$ cat config.mk
export PLATFORM = sky130hd
export DESIGN_NAME = uart_rx_pkt_ctrl
export DESIGN_NICKNAME = d
export VERILOG_FILES = /design/src/rtl/uart_rx_pkt_ctrl_pkg.sv /design/src/rtl/uart_pkt_buf.sv /design/src/rtl/uart_rx_pkt_ctrl.sv
export SDC_FILE = /design/constraint.sdc
export NUM_CORES = 1
export LEC_CHECK = 0
export BUFFER_PORTS_ARGS = -buffer_cell sky130_fd_sc_hd__buf_2
export CORE_UTILIZATION = 40
export DETAILED_ROUTE_END_ITERATION = 8
export GPL_TIMING_DRIVEN = 1
export HOLD_SLACK_MARGIN = 0.03
export PLACE_DENSITY = 0.64
export SETUP_SLACK_MARGIN = 0.5
export SYNTH_ARGS = -nofsm -noshare
export SYNTH_HDL_FRONTEND = slang
export SYNTH_SLANG_ARGS = --single-unit
$ cat constraint.sdc
create_clock -name i_clk -period 2.7 [get_ports i_clk]
set_clock_uncertainty 0.15 [all_clocks]
set_input_delay 0.54 -clock i_clk [delete_from_list [all_inputs] [get_ports i_clk]]
set_output_delay 0.54 -clock i_clk [all_outputs]
set_load 0.02 [all_outputs]
$ cat src/rtl/uart_rx_pkt_ctrl_pkg.sv
// Shared types and constants for the UART packet controller: FSM states,
// error codes and the default start-of-packet byte.
package uart_rx_pkt_ctrl_pkg;

    typedef enum logic [2:0] {
        ST_HUNT    = 3'd0,
        ST_ADDR    = 3'd1,
        ST_LEN     = 3'd2,
        ST_PAYLOAD = 3'd3,
        ST_CHK     = 3'd4,
        ST_COMMIT  = 3'd5
    } state_t;

    typedef enum logic [1:0] {
        ERR_LEN     = 2'd0,
        ERR_CHK     = 2'd1,
        ERR_TIMEOUT = 2'd2,
        ERR_OVERRUN = 2'd3
    } err_code_t;

    localparam logic [7:0] SYNC_DEFAULT = 8'hA5;

    function automatic int idx_width(input int depth);
        return (depth > 1) ? $clog2(depth) : 1;
    endfunction

endpackage

$ cat src/rtl/uart_pkt_buf.sv
// Payload buffer: one synchronous write port, one asynchronous read port so the
// commit path sees the addressed byte in the same cycle the index changes.
module uart_pkt_buf
    import uart_rx_pkt_ctrl_pkg::*;
#(
    parameter int DEPTH = 16,
    parameter int IW    = idx_width(DEPTH)
) (
    input  logic          clk_i,
    input  logic          we_i,
    input  logic [IW-1:0] waddr_i,
    input  logic [7:0]    wdata_i,
    input  logic [IW-1:0] raddr_i,
    output logic [7:0]    rdata_o
);

    logic [7:0] mem_q [DEPTH];

    always_ff @(posedge clk_i) begin
        if (we_i) begin
            mem_q[waddr_i] <= wdata_i;
        end
    end

    assign rdata_o = mem_q[raddr_i];

endmodule

$ cat src/rtl/uart_rx_pkt_ctrl.sv
// Packet framer behind uart_rx: SYNC, ADDR, LEN, payload, CHK; commits the
// buffered payload through a ready handshake only when the XOR checksum matches.
//
//  state      | meaning
//  HUNT       | idle, waiting for SYNC
//  ADDR       | expecting base address byte
//  LEN        | expecting payload length
//  PAYLOAD    | buffering payload bytes
//  CHK        | expecting checksum byte
//  COMMIT     | writing buffer out, one byte per accept
module uart_rx_pkt_ctrl
    import uart_rx_pkt_ctrl_pkg::*;
#(
    parameter int         MAX_LEN = 16,
    parameter int         TIMEOUT = 8680,
    parameter logic [7:0] SYNC    = SYNC_DEFAULT
) (
    input  logic       i_clk,
    input  logic       i_rst,
    input  logic [7:0] i_data,
    input  logic       i_data_valid,
    output logic       o_wr_en,
    output logic [7:0] o_wr_addr,
    output logic [7:0] o_wr_data,
    input  logic       i_wr_ready,
    output logic       o_busy,
    output logic       o_pkt_ok,
    output logic       o_pkt_err,
    output logic [1:0] o_err_code
);

    localparam int IW = idx_width(MAX_LEN);
    localparam int TW = $clog2(TIMEOUT + 1);
    localparam logic [TW-1:0] TMR_LOAD = TW'(TIMEOUT - 1);

    state_t      state_q;
    logic [7:0]  addr_q, len_q, idx_q, k_q, csum_q;
    logic [TW-1:0] tmr_q;
    logic        wr_en_q, pkt_ok_q, pkt_err_q;
    err_code_t   err_q;
    logic [7:0]  rd_data;
    logic        buf_we, timed;

    assign buf_we = (state_q == ST_PAYLOAD) && i_data_valid;
    assign timed  = (state_q == ST_ADDR) || (state_q == ST_LEN) ||
                    (state_q == ST_PAYLOAD) || (state_q == ST_CHK);

    uart_pkt_buf #(.DEPTH(MAX_LEN), .IW(IW)) u_buf (
        .clk_i   (i_clk),
        .we_i    (buf_we),
        .waddr_i (idx_q[IW-1:0]),
        .wdata_i (i_data),
        .raddr_i (k_q[IW-1:0]),
        .rdata_o (rd_data)
    );

    always_ff @(posedge i_clk) begin
        if (i_rst) begin
            state_q   <= ST_HUNT;
            addr_q    <= '0;
            len_q     <= '0;
            idx_q     <= '0;
            k_q       <= '0;
            csum_q    <= '0;
            tmr_q     <= '0;
            wr_en_q   <= 1'b0;
            pkt_ok_q  <= 1'b0;
            pkt_err_q <= 1'b0;
            err_q     <= ERR_LEN;
        end else begin
            pkt_ok_q  <= 1'b0;
            pkt_err_q <= 1'b0;

            // Inter-byte timer: a byte always wins over a coincident expiry.
            if (timed) begin
                if (i_data_valid) begin
                    tmr_q <= TMR_LOAD;
                end else if (tmr_q == '0) begin
                    pkt_err_q <= 1'b1;
                    err_q     <= ERR_TIMEOUT;
                    state_q   <= ST_HUNT;
                end else begin
                    tmr_q <= tmr_q - 1'b1;
                end
            end

            case (state_q)
                ST_HUNT: begin
                    if (i_data_valid && (i_data == SYNC)) begin
                        tmr_q   <= TMR_LOAD;
                        state_q <= ST_ADDR;
                    end
                end
                ST_ADDR: begin
                    if (i_data_valid) begin
                        addr_q  <= i_data;
                        csum_q  <= i_data;
                        state_q <= ST_LEN;
                    end
                end
                ST_LEN: begin
                    if (i_data_valid) begin
                        if ((i_data == 8'd0) || (int'(i_data) > MAX_LEN)) begin
                            pkt_err_q <= 1'b1;
                            err_q     <= ERR_LEN;
                            state_q   <= ST_HUNT;
                        end else begin
                            len_q   <= i_data;
                            csum_q  <= csum_q ^ i_data;
                            idx_q   <= '0;
                            state_q <= ST_PAYLOAD;
                        end
                    end
                end
                ST_PAYLOAD: begin
                    if (i_data_valid) begin
                        csum_q <= csum_q ^ i_data;
                        idx_q  <= idx_q + 8'd1;
                        if (idx_q == len_q - 8'd1) begin
                            state_q <= ST_CHK;
                        end
                    end
                end
                ST_CHK: begin
                    if (i_data_valid) begin
                        if (i_data == csum_q) begin
                            k_q     <= '0;
                            wr_en_q <= 1'b1;
                            state_q <= ST_COMMIT;
                        end else begin
                            pkt_err_q <= 1'b1;
                            err_q     <= ERR_CHK;
                            state_q   <= ST_HUNT;
                        end
                    end
                end
                ST_COMMIT: begin
                    if (i_data_valid) begin
                        pkt_err_q <= 1'b1;
                        err_q     <= ERR_OVERRUN;
                    end
                    if (wr_en_q && i_wr_ready) begin
                        if (k_q == len_q - 8'd1) begin
                            wr_en_q  <= 1'b0;
                            pkt_ok_q <= 1'b1;
                            state_q  <= ST_HUNT;
                        end else begin
                            k_q <= k_q + 8'd1;
                        end
                    end
                end
                default: state_q <= ST_HUNT;
            endcase
        end
    end

    // Address/data are forced to zero outside a write so idle outputs stay clean.
    assign o_wr_en    = wr_en_q;
    assign o_wr_addr  = wr_en_q ? (addr_q + k_q) : 8'h00;
    assign o_wr_data  = wr_en_q ? rd_data : 8'h00;
    assign o_busy     = (state_q != ST_HUNT);
    assign o_pkt_ok   = pkt_ok_q;
    assign o_pkt_err  = pkt_err_q;
    assign o_err_code = err_q;

endmodule

Word-level counts from Yosys, hierarchy flattened --
Memories as Yosys holds them, arrays and structs flattened. A register that Yosys moved wholly into a read port is not among the register bits. Index checks and enable logic that the tools add are counted.
Storage, ports and cells: input port bits 12, logic and storage cells 124, memories 1, RAM bits 128, register bits after elaboration 62
Memory list:
- u_buf.mem_q | words 16, width 8, rd ports 1, clocked after memory_dff 1, write ports 1, RTL line uart_pkt_buf.sv:17 | logic [7:0] mem_q [DEPTH];
Cells by class: mux-type cells 63, bitwise gates (word level) 4, magnitude comparators 1, reductions and logical operators 21, equal/unequal tests 18, add/subtract/negate cells 5
Operators with widths (count):
- 8-bit 2-to-1 mux | 13
- 14-bit 2-to-1 mux | 5
- 3-bit 2-to-1 mux | 12
- 8-bit case mux with 2 select lines | 2
- 8-bit == test | 3
- 8-bit case mux with 3 select lines | 1
- 2-bit 2-to-1 mux | 9
- 3-bit case mux with 6 select lines | 1
- 8-bit by 1-bit adder with 8-bit output (second input constant) | 2
- 2-bit != test (second input constant) | 8
- 1-bit 2-to-1 mux | 15
- 5-bit AND reduction | 3
- 14-bit zero test | 1
- 14-bit by 1-bit subtractor with 14-bit output (second input constant) | 1
- 8-bit adder | 1
- 8-bit == test (second input constant) | 1
- 8-bit by 5-bit greater-than comparator with 1-bit output (second input constant) | 1
- 8-bit zero test | 1
- 4-bit 2-to-1 mux | 2
- 8-bit by 1-bit subtractor with 8-bit output (second input constant) | 1
- 8-bit XOR | 1
- 3-bit by 2-bit == test with 1-bit output (second input constant) | 2
- 3-bit == test (second input constant) | 2
- 2-bit case mux with 3 select lines | 1
- 14 further kinds | 23

Longest topological paths before layout --
Gate-level depths: netlist of run 1.
word-level depth 8, mapped depth 10, mapped depth without buffers 8

Hierarchy --
From an unflattened synthesis of run 1, not the netlist that was laid out.
Unflattened totals: cells, all modules 682, area total of the unflattened synthesis 8752.1 um^2
By module, submodules not included:
- uart_pkt_buf | area each 4987.3 um^2, sequential area each 3843.7 um^2, cells each 221, times used 1
- uart_rx_pkt_ctrl | area each 3764.9 um^2, sequential area each 1241.2 um^2, cells each 461, times used 1

Worst setup path before layout of run 1 --
OpenSTA, ideal clock, no wires.
path kind register to output, start register k_q[1], end output o_wr_addr[7], required time 2.010 ns, buffers on the path 0, cell stages (with the launch flop) 8, setup slack -0.099 ns, data arrival time 2.109 ns, cell sequence dfxtp_1 > ha_1 > a21o_1 > a21oi_1 > o21bai_1 > a2111oi_0 > o31ai_1 > a21boi_1
Between the ends: cells in the longest elaborated chain, start to end 2
Ends and longest elaborated chain:
- start: declaration | RTL line uart_rx_pkt_ctrl.sv:37 | logic [7:0] addr_q, len_q, idx_q, k_q, csum_q;
- start signal: assignment | RTL line uart_rx_pkt_ctrl.sv:148 | k_q <= k_q + 8'd1;
- 8-bit adder | RTL line uart_rx_pkt_ctrl.sv:159 | assign o_wr_addr = wr_en_q ? (addr_q + k_q) : 8'h00;
- 8-bit 2-to-1 mux | RTL line uart_rx_pkt_ctrl.sv:159
- end: declaration | RTL line uart_rx_pkt_ctrl.sv:23 | output logic [7:0] o_wr_addr,
No other way between the ends.

==> metrics, run 1 <==
peak supply drop=0.000401 V; initial antenna violation count=0; post-route antenna net violation count=0; largest net degree at the start of global routing=33; number of max-cap violations=0; final period utilization=1.13; min cycle time layout=3060 ps; final count of hold timing violations=0; I/O pin count=34; die width=about 150 um; drt pass-1 iters=5; Mapped Nets=between 700 and 800; Slew Viols, Final=0; Worst-path clk slew=80 ps; sequential area share after synthesis=0.567; Post-synth top flop=edfxtp_1; die area=about 23000 um2; Leak=roughly 0.0039 uW; pwr/cell area=between 500 and 600 nW/um2; CTS H-tree depth=4; cell count after synthesis=737; fmax=327 MHz; first-pass GRT wire length=33.9 mm; fin util=0.514; measured slew at the worst slew-check pin=603 ps; share of cells above drive strength 1=0.322; commonest non-fill, non-tap cell in the layout=edfxtp_1; most frequent cells in the layout=edfxtp_1 (128), nand2_1 (74), buf_4 (64); row cnt=54; post-synthesis cell area=9110 um2; distinct cell type count after synthesis=70; grt ovf=0; total CTS buffers=17; Core Region=22100 um2; placed insts=1061; Clock Tree Buf Depth=2; # nets final=~850; Synth Area per Inst=12.4 um2; Worst EP required=about 2000 ps; startpoint types=flop; vias in the first global route=about 6000; Routed WL=22.2 mm; synth warn=0; # diodes=0; CTS tree=done; routability cong.=0.806; routed vias=6142; IO buf count=33; DRC viols=0; GRT Total Usage=0.193; CTS root buffer=clkbuf_16; failing checks=negative setup slack; Hold Crit Class=primary input to flop; DP HPWL=between 10 and 15 mm; pre-CTS WS=around 65 ps; clk sinks=194; Seq cells post-synth=roughly 190; critical path class=flop to output pin; 1st-iter DRT viols=roughly 460; Clk Latency, worst-skew pair=roughly 430 ps; Rel. slew slack=0.598; Arr. time, crit path=2370 ps; Final Setup Violations=12; CP endpoint kind=output pin; Routed wire per std cell=19.9 um; area delta synth->final=24.7%; design area=11400 um2; vias per cell=5.51; Non-Filler Instances=1115; Vert. Die Dim=between 150 and 200 um; status=complete, but fails checks; CP Max Fanout=14; Area after DPL=between 10000 and 15000 um2; Post-synth ARST share=0; Pwr Total=5810 uW; RSZ-0062 raised after global routing=yes; EDFF count, synth=128; Starting Density=0.413; Worst Setup Slack, final=-356 ps
-- metrics by stage --
step / setup TNS [ps] / hold slack, ps
floorplan: 0 / 291
global placement: 0 / 298
detailed placement: 0 / 301
CTS: -3430 / 250
global route: -4010 / 257
finish: -3060 / 258
-- routing by layer --
metal	up-vias	GRT usage	wire, um
li1	2944	-	-
met1	3038	0.262	10100
met2	138	0.319	11000
met3	22	0.0329	859
met4	0	0.0539	252
met5	-	0	0
-- flip-flops by register name, indices dropped and copies added (netlist names), named ones only --
register	count
k_q	8
len_q	8
o_wr_en	1
csum_q	8
u_buf.mem_q	128
addr_q	8
o_pkt_ok	1
state_q	3
o_err_code	2
tmr_q	14
idx_q	8
o_pkt_err	1
-- final cells by class --
| cell class | instances | area, um2 |
|---|---|---|
| fill | 1847 | 10700 |
| sequential | 194 | 5190 |
| multi-input combinational | 482 | 4180 |
| timing repair buffer | 111 | 983 |
| clock buffer | 17 | 425 |
| tap | 280 | 350 |
| clock inverter | 15 | 178 |
| inverter | 16 | 60.1 |
-- synth_stat cells (3+ instances only) --
library cell / number / share of area
buf_2: 6 / 0.0033
nand3b_1: 3 / 0.0025
a21oi_1: 47 / 0.026
or4_1: 3 / 0.0025
mux4_2: 40 / 0.099
o21bai_1: 3 / 0.0025
and4_1: 3 / 0.0029
nand4b_1: 3 / 0.0029
mux2i_1: 6 / 0.0066
and3_1: 9 / 0.0062
clkbuf_1: 29 / 0.012
or3_4: 3 / 0.0037
xor2_1: 18 / 0.017
a21o_1: 3 / 0.0025
a31oi_1: 3 / 0.0021
nand3_1: 15 / 0.0082
inv_1: 16 / 0.0066
dfxtp_1: 66 / 0.14
nand2_1: 75 / 0.031
edfxtp_1: 128 / 0.42
nor4b_1: 4 / 0.0038
a21oi_2: 6 / 0.0058
a211oi_1: 4 / 0.0033
o31ai_1: 18 / 0.015
nor3_1: 17 / 0.0093
ha_1: 14 / 0.019
buf_1: 7 / 0.0029
xnor2_1: 28 / 0.027
nor4_1: 9 / 0.0062
o21ai_1: 4 / 0.0022
nand4_1: 9 / 0.0062
o21ai_0: 8 / 0.0044
nand2b_1: 9 / 0.0062
and2_1: 19 / 0.013
nor2b_1: 6 / 0.0041
nor2_1: 47 / 0.019
or3_1: 10 / 0.0069
-- power breakdown --
group | switching [uW] | leakage (uW) | total (uW) | internal, uW
combinational | 97.8 | 0.00189 | 133 | 34.9
sequential | 1.14 | 0.00169 | 3150 | 3150
clock | 1270 | 0.000294 | 2530 | 1250
-- cell families (layout without fill, tap and decap cells) --
group	Yosys count	in the layout	synth area share
muxes	46	46	0.105
xor gates and xnor gates	47	47	0.0460
DFF	194	194	0.567
adders and majority gates	15	15	0.0214
AOI/OAI and AO/OA	121	121	0.0888
and+or+nand+nor	253	253	0.144
buffers and inverters	61	159	0.0280
-- worst paths after layout --
check | start | end | slack, ps | cells after the start
max | flop | o_wr_data[0] | -360 | 5
min | i_data[7] | csum_q[7]$_SDFFE_PP0P_ | 260 | 3
max reg2reg | len_q[3]$_SDFFE_PP0P_ | flop | 150 | 7
min reg2reg | addr_q[4]$_SDFFE_PP0P_ | addr_q[4]$_SDFFE_PP0P_ | 310 | 2
-- worst max-delay path, cell delays in order, from the launching register on --
cell,delay (ps)
dfxtp_4,400
buf_12,180
mux4_2,530
mux4_2,520
and2_4,180
buf_6,120
-- repair_timing --
action / in CTS / in global routing
setup buffers: 12 / 8
endpoints found under the hold margin: 0 / 0
setup endpoints to repair: 45 / 47
gates cloned: 1 / 1
gates resized for setup: 63 / 34
pin swaps: 21 / 21
hold buffers: 0 / 0
No activity file was read; power rests on OpenSTA's default activity.
==> run 2, diff against run 1 <==
Settings changed: BUFFER_PORTS_ARGS -buffer_cell sky130_fd_sc_hd__buf_2 to not set, DONT_BUFFER_PORTS set to 1, MAX_ROUTING_LAYER set to met4, PLACE_DENSITY 0.64 to 0.62.
==> run 2 against run 1 <==
  * The flow still finishes with violations (negative setup slack)
  * Cell count fell by 3.1%
  * Flip-flop and latch count did not move
  * Cell area decreased by 2.5%
  * Combinational power decreased by 54%
  * Largest power group unchanged
==> metrics, run 2 (same netlist as run 1, synthesis figures left out) <==
share of cells above drive strength 1=0.308; most frequent cells in the layout=edfxtp_1 (128), nand2_1 (74), buf_4 (56); Largest regs=u_buf.mem_q x128, tmr_q x14; Routed WL=21.7 mm; largest net degree at the start of global routing=33; peak supply drop=0.000399 V; Vert. Die Dim=153 um; hold path start=i_data[1]; Slew Viols, Final=0; Clock Power Share=0.429; Sw Ratio=0.217; routed vias=6144; RSZ-0062 raised after global routing=yes; setup TNS=-2220 ps; final period utilization=1.09; routability cong.=0.815; GRT Total Usage=0.195; startpoint types=flop; # nets final=814; pre-CTS WS=90.1 ps; measured slew at the worst slew-check pin=790 ps; Final Setup Violations=12; failing checks=negative setup slack; CTS tree=done; vias in the first global route=about 6300; post-route antenna net violation count=0; design area=11100 um2; row cnt=54; NetSw=1220 uW; Hold Crit Class=primary input to flop; Reg power frac=0.561; IO buf count=0; Area after DPL=9870 um2; CP Max Fanout=13; Worst EP required=around 2000 ps; fmax=340 MHz; CTS root buffer=clkbuf_16; cell-internal power=roughly 4400 uW; drt pass-1 iters=7; area delta synth->final=21.5%; DP HPWL=14.3 mm; critical path class=flop to output pin; # diodes=0; grt ovf=0; area of the multi-input gates=4220 um2; Clk Latency, worst-skew pair=430 ps; Rel. slew slack=0.472; Worst Setup Slack, final=-240 ps; Routed wire per std cell=20.1 um; fin util=0.501; Leak=between 0.003 and 0.004 uW; DRC viols=0; total CTS buffers=17; die area=between 20000 and 25000 um2; I/O pin count=34; 1st-iter DRT viols=around 550; Worst-path clk slew=80 ps; vias per cell=5.69; CP endpoint kind=output pin; final-layout fill cell count=between 1500 and 2000; pwr/cell area=508 nW/um2; Core Region=22100 um2; CTS H-tree depth=4; first-pass GRT wire length=34.1 mm; min cycle time layout=roughly 3000 ps; Arr. time, crit path=approximately 2300 ps; Sequential Area=5190 um2; Critical R2R Launch=len_q[0]$_SDFFE_PP0P_; Starting Density=0.413; final count of hold timing violations=0; Top reg by flops=u_buf.mem_q; Comb pwr share=0.011; number of max-cap violations=0; status=complete, but fails checks; commonest non-fill, non-tap cell in the layout=edfxtp_1; initial antenna violation count=0; die width=153 um; Clock Tree Buf Depth=2; clk sinks=roughly 190; Largest register FFs=approximately 130
[run 2: changes by cell type in the layout (fill, tap and decap cells not counted), sizes merged]
cell,before,now
buf,110,75
clkbuf,18,19
clkinv,9,7
clkinvlp,0,1
dlygate4sd3,0,1
inv,22,21
[run 2: critical path: stages, from the launching register on]
cell,delay [ps]
dfxtp_4,420
buf_12,180
mux4_2,520
mux4_2,500
and2_4,200
[run 2: worst paths after layout]
check | endpoint | slack (ps) | cells past startpoint
setup / recovery | o_wr_data[5] | -240 | 4
hold / removal | u_buf.mem_q[3][1]$_DFFE_PP_ | 50 | 0
setup reg to reg | state_q[1]$_SDFF_PP0_ | 190 | 8
hold reg to reg | addr_q[4]$_SDFFE_PP0P_ | 340 | 2
[run 2: cell type report]
type,count,share of cell area
Clock buffer,19,0.0391
Sequential cell,194,0.468
Multi-Input combinational cell,482,0.381
Inverter,16,0.00542
Tap cell,280,0.0316
Clock inverter,13,0.0126
Timing Repair Buffer,76,0.0621
[run 2: through the flow]
stage	hold WS [ps]	instances	power (uW)
2_1_floorplan	291	737	3280
5_1_grt	31.9	1080	5790
4_1_cts	36.6	1068	5670
6_report	48.0	1080	5630
3_5_place_dp	305	1018	3270
3_3_place_gp	295	1018	3270
[run 2: power groups by stage]
stage	Clock [uW]	Sequential [uW]	Combinational [uW]
2_1_floorplan	0	3220	53.3
3_3_place_gp	0	3220	42.7
3_5_place_dp	0	3220	44.3
4_1_cts	2450	3150	59.9
5_1_grt	2570	3150	67.2
6_report	2410	3150	61.5
[run 2: layer usage]
metal / track usage / part of all wire
met5: - / 0
met4: 0.0620 / 0.015
met3: 0.0326 / 0.050
met2: 0.323 / 0.50
met1: 0.245 / 0.43
[run 2: timing repair]
action,CTS,global route
hold buffers,2,0
endpoints found under the setup margin,45,77
pin swaps,20,26
buffers inserted,16,12
endpoints found under the hold margin,32,0
resized for setup,60,30
